[src/rtl/press_pkg.sv]
// Shared types for the button press classifier.
// Holds the state encoding and a small sizing helper.
package press_pkg;

  typedef enum logic [1:0] {
    IDLE,
    PRESS,
    REPEAT,
    WAIT_REL
  } press_state_t;

  function automatic int max2(input int a, input int b);
    return (a > b) ? a : b;
  endfunction

endpackage

[src/rtl/press_classifier.sv]
// Classifies debounced presses as short, long or held.
// While held, it emits auto-repeat pulses at a fixed interval.
module press_classifier #(
  parameter int LONG_MS   = 1000,
  parameter int REPEAT_MS = 200,
  parameter bit REPEAT_EN = 1'b1
) (
  input  logic clk,
  input  logic rst,
  input  logic tick,
  input  logic i_signal,
  output logic o_short,
  output logic o_long,
  output logic o_repeat,
  output logic o_event,
  output logic o_held
);
  import press_pkg::*;

  localparam int CNT_W = $clog2(max2(LONG_MS, REPEAT_MS) + 1);
  localparam logic [CNT_W-1:0] LONG_TC = CNT_W'(LONG_MS - 1);
  localparam logic [CNT_W-1:0] REP_TC  = CNT_W'(REPEAT_MS - 1);

  press_state_t     r_state, w_next;
  logic [CNT_W-1:0] r_cnt, w_cnt_nxt;
  logic             w_long_tc, w_rep_tc;
  logic             w_short, w_long, w_rep, w_held;
  logic             r_short, r_long, r_rep, r_held;

  assign w_long_tc = tick && (r_cnt == LONG_TC);
  assign w_rep_tc  = tick && (r_cnt == REP_TC);

  always_ff @(posedge clk) begin
    if (rst) begin
      r_state <= IDLE;
      r_cnt   <= '0;
      r_short <= 1'b0;
      r_long  <= 1'b0;
      r_rep   <= 1'b0;
      r_held  <= 1'b0;
    end else begin
      r_state <= w_next;
      r_cnt   <= w_cnt_nxt;
      r_short <= w_short;
      r_long  <= w_long;
      r_rep   <= w_rep;
      r_held  <= w_held;
    end
  end

  // Release is checked first so it beats a coincident terminal tick.
  always_comb begin
    w_next    = r_state;
    w_cnt_nxt = r_cnt;
    unique case (r_state)
      IDLE: begin
        w_cnt_nxt = '0;
        if (i_signal) w_next = PRESS;
      end
      PRESS: begin
        if (!i_signal) begin
          w_next    = IDLE;
          w_cnt_nxt = '0;
        end else if (w_long_tc) begin
          w_next    = REPEAT_EN ? REPEAT : WAIT_REL;
          w_cnt_nxt = '0;
        end else if (tick) begin
          w_cnt_nxt = r_cnt + 1'b1;
        end
      end
      REPEAT: begin
        if (!i_signal) begin
          w_next    = IDLE;
          w_cnt_nxt = '0;
        end else if (w_rep_tc) begin
          w_cnt_nxt = '0;
        end else if (tick) begin
          w_cnt_nxt = r_cnt + 1'b1;
        end
      end
      WAIT_REL: begin
        w_cnt_nxt = '0;
        if (!i_signal) w_next = IDLE;
      end
      default: begin
        w_next    = IDLE;
        w_cnt_nxt = '0;
      end
    endcase
  end

  always_comb begin
    w_short = 1'b0;
    w_long  = 1'b0;
    w_rep   = 1'b0;
    unique case (1'b1)
      (r_state == PRESS): begin
        w_short = !i_signal;
        w_long  = i_signal && w_long_tc;
      end
      (r_state == REPEAT): begin
        w_rep = i_signal && w_rep_tc;
      end
      default: ;
    endcase
    w_held = (w_next == REPEAT) || (w_next == WAIT_REL);
  end

  assign o_short  = r_short;
  assign o_long   = r_long;
  assign o_repeat = r_rep;
  assign o_event  = r_short | r_long | r_rep;
  assign o_held   = r_held;

endmodule
[config.mk]
export PLATFORM = sky130hd
export DESIGN_NAME = press_classifier
export DESIGN_NICKNAME = d
export VERILOG_FILES = /design/src/rtl/press_pkg.sv /design/src/rtl/press_classifier.sv
export SDC_FILE = /design/constraint.sdc
export NUM_CORES = 1
export LEC_CHECK = 0
export ABC_AREA = 1
export CORE_UTILIZATION = 50
export CTS_BUF_LIST = sky130_fd_sc_hd__clkbuf_4 sky130_fd_sc_hd__clkbuf_8 sky130_fd_sc_hd__clkbuf_16
export DETAILED_ROUTE_END_ITERATION = 10
export GPL_ROUTABILITY_DRIVEN = 0
export PLACE_DENSITY_LB_ADDON = 0.05
export SYNTH_ARGS = -nofsm -noshare
export SYNTH_HDL_FRONTEND = slang
export SYNTH_SLANG_ARGS = --single-unit
[constraint.sdc]
create_clock -name clk -period 2 [get_ports clk]
set_clock_uncertainty 0.15 [all_clocks]
set_input_delay 0.4 -clock clk [delete_from_list [all_inputs] [get_ports clk]]
set_output_delay 0.4 -clock clk [all_outputs]
set_load 0.1 [all_outputs]
# [Word level (Yosys, flattened, before mapping)]
# Index checks and enable logic that the tools add are counted.
[word_totals] latch_bits=0 register_bits=16 ram_bits=0 memories=0 wordCells=40 rom_bits=0 input_bits=4
[op_classes] n_addsub=1 n_mul=0 n_reduce_logical=11 shifts=0 bitwise=4 n_eq_ne=7 mux=11 div=0 n_lt_le_gt_ge=0
[ops] cell="$mux W10" n=5
[ops] cell="$pmux W10 S3" n=1
[ops] cell="$add A10 B1 Y10 const B" n=1
[ops] cell="$eq A10 B10 Y1 const B" n=1
[ops] cell="$eq A10 B8 Y1 const B" n=1
[ops] cell="$eq A2 B2 Y1 const B" n=4
[ops] cell="$mux W2" n=4
[ops] cell="$reduce_or A2 Y1" n=4
[ops] cell="$pmux W2 S3" n=1
[ops] cell="$logic_and A1 B1 Y1" n=4
[ops] cell="$eq A2 B1 Y1 const B" n=1
[ops] cell="$logic_not A2 Y1" n=1
[ops] cell="$not A1 Y1" n=2
[ops] cell="$or A1 B1 Y1" n=2
[ops] cell="$logic_not A1 Y1" n=1
[ops] cell="$logic_or A1 B1 Y1" n=1

# [Longest topological paths before layout]
[logic_depth] ltp_word=7 depth_mapped=9 depth_no_buf=9

# [Least setup slack after synthesis]
# No wires, ideal clock.
[synth_path] kind="flip-flop to output port" startpoint="register r_long, in the netlist o_long" endpoint="output o_event" path_stages_with_launch=2 arrival_ns=1.748 t_required_ns=1.450 path_slack_ns=-0.298 n_path_buf=0 cell_sequence="dfxtp_1 or3_1"
[synth_via] elab_chain_cells=2
[synth_lines] element="start: declaration" line="press_classifier.sv:28" rtl="logic r_short, r_long, r_rep, r_held;"
[synth_lines] element="start signal: assignment" line="press_classifier.sv:45" rtl="r_long <= w_long;"
[synth_lines] element="$or A1 B1 Y1 (2 in series)" line="press_classifier.sv:112" rtl="assign o_event = r_short | r_long | r_rep;"
[synth_lines] element="end: declaration" line="press_classifier.sv:15" rtl="output logic o_event,"
# No other way between the ends.

# [Worst setup path in the final report]
# Same ends and word-level chain as after synthesis.

==> impl_metrics.json <==
{
  "status": "finished, final reports clean",
  "maxCapViolCount": 0,
  "synth.distinct_cells": 20,
  "hold_path_depth": 2,
  "antenna_found_initial": 0,
  "instances_no_fill": 140,
  "timing.setup.tns_ns": 0,
  "cts_sinks": 15,
  "post-route-util_pct": 68.5,
  "synthCells": 115,
  "cp.required_ns": 1.45,
  "fin_crit_ns": 1.86,
  "cts_resized": 0,
  "layout-drive-gt1-share_pct": 16.0,
  "fmax_mhz": 537,
  "die_area_mm2": 0.00170,
  "cts_made_buffers": 3,
  "placed_cells": 136,
  "clk_pin_slew_ns": 0.09,
  "ctsHoldBuffers": 0,
  "worstMarginPinSlew_ns": 0.269,
  "setup_viol": 0,
  "diodes": 0,
  "hold_slack_ns": 0.365,
  "reg2reg_setup_slack_ns": 0.48,
  "dp_slack_ns": 0.0100,
  "io_pins": 9,
  "synth_ff_type": "dfxtp_1",
  "portBuffers": 8,
  "die_h_um": 41.2,
  "placedInstanceArea_um2": 908,
  "fillers": 122,
  "std_cell_rows": 13,
  "reg2reg_to": "r_cnt[3]",
  "path_max_fanout": 2,
  "wl_per_cell_um": 9.36,
  "hold_viol": 0,
  "cp-end-kind": "output pin",
  "fin_ws_ns": 0.138,
  "synth_edf_count": 0,
  "yosysTopAreaCellShare_pct": 39.0,
  "cts-root-buf": "clkbuf_4",
  "synth_area_per_cell_um2": 6.69,
  "yosysMostFrequentCell": "nand2_1",
  "grtUsageTotal_pct": 19.4,
  "start_kind": "register",
  "worst-setup-path-type": "register to output pin",
  "core_area_mm2": 0.00137,
  "tritoncts": "built",
  "clkLatencyLatePin_ns": 0.28,
  "hp-class": "register to register",
  "postCtsSetupBuffers": 0,
  "grt_pass1_vias": 517,
  "leakage_nw": 0.383,
  "relSlewSlack_pct": 82.0,
  "cts.path.max_buffers": 2,
  "routed_wl_um": 1310,
  "fin_nets": 131,
  "grt_pass1_wl_um": 2080,
  "viasPerCell": 5.01,
  "drc": 0,
  "synth_fp_nets": 120,
  "ff2ff_path_depth": 8,
  "area_growth_pct": 21.6,
  "ys_seq_area_share_pct": 39.0,
  "hold_path_end": "r_state[1]",
  "synthesis.area_um2": 769,
  "hpwl_um": 1040,
  "die_w_um": 41.2,
  "synthTopCellsByArea": "dfxtp_1 39%, nand2_1 17%, nor2_1 10%",
  "ys_seq_elements": 15,
  "yosysTopAreaCell": "dfxtp_1",
  "total_power_mw": 0.509,
  "drt_iter0_markers": 17,
  "max-vdd-ir-drop_uv": 380,
  "synth_common_cells": "34 x nand2_1, 21 x nor2_1, 15 x dfxtp_1, 14 x inv_1, 5 x nand3_1",
  "yosysWarnings": 0,
  "grt_max_degree": 11,
  "grt-ovfl-total": 0,
  "start_util_pct": 56.3,
  "cts_max_level": 1,
  "worstHoldStart": "r_state[0]",
  "r2r_start": "r_cnt[0]",
  "fin_crit_sh_pct": 93.1,
  "dr.pass1.iters": 4,
  "final-max-slew-violation-count": 0,
  "powerDensity_mw_per_mm2": 543,
  "synthArstFlopShare_pct": 0,
  "crit_arrival_ns": 1.31,
  "ant_nets": 0,
  "final_area_um2": 936,
  "rsz0062_at_grt": "false",
  "via_count": 702
}
## flip-flops by register name, summed over array words and instances (netlist names)
register / cells
o_repeat: 1
o_long: 1
r_cnt: 10
r_state: 2
o_short: 1
## how the worst max path moves through the flow
stage / start / end / slack, ns / cells after the start
final: o_long / o_event / 0.14 / 2
after global routing: o_long / o_event / 0.1 / 2
after CTS: o_long / o_event / 0.12 / 2
after detailed placement: tick / r_cnt[8] / 0.01 / 8
after global placement: tick / r_cnt[6] / 0.04 / 6
after floorplan: o_long / o_event / 0.17 / 1
## layout by cell type (no fill, tap or decap), drive strengths merged
cell type	count
a21oi	2
buf	5
clkbuf	3
clkdlybuf4s50	3
clkinv	1
dfxtp	15
ha	1
inv	15
mux2i	1
nand2	36
nand3	5
nand4	3
nor2	24
nor3	4
o21ai	1
or2	1
or3	1
xnor2	2
xor2	2
## power breakdown
group          internal [mW]  switching, mW  total [mW]
Clock                 0.0743         0.0961       0.170
Combinational         0.0147         0.0210      0.0357
Sequential             0.301        0.00173       0.302
Total                  0.390          0.119       0.509
## cell families (layout without fill, tap and decap cells)
logic type,Yosys count,count (layout),share of synthesized area [%]
simple gates,74,74,42.3
buf+inv,17,27,9.27
flops,15,15,39.0
xor+xnor,4,4,4.55
compound gates,3,3,1.95
fa+ha+maj,1,1,1.63
mux,1,1,1.30
## metal layers
metal  share of wire (%)  track usage, %
met1                  52            26.9
met2                  42            26.2
met3                 4.2            4.89
met4                 1.9            12.1
met5                   0               0
## worst max-delay path: stages, from the launching register on
cell	delay (ns)
dfxtp_2	0.34
or3_2	0.50
buf_12	0.18
## final cells by class
type | count | area (um^2) | share of cell area (%)
multi-input combinational | 83 | 399 | 42.6
sequential | 15 | 304 | 32.5
clock inverter | 1 | 5.00 | 0.535
tap | 15 | 18.8 | 2.01
inverter | 15 | 56.3 | 6.02
timing repair buffer | 8 | 130 | 13.9
clock buffer | 3 | 22.5 | 2.41
No activity file was read; power rests on OpenSTA's default activity.
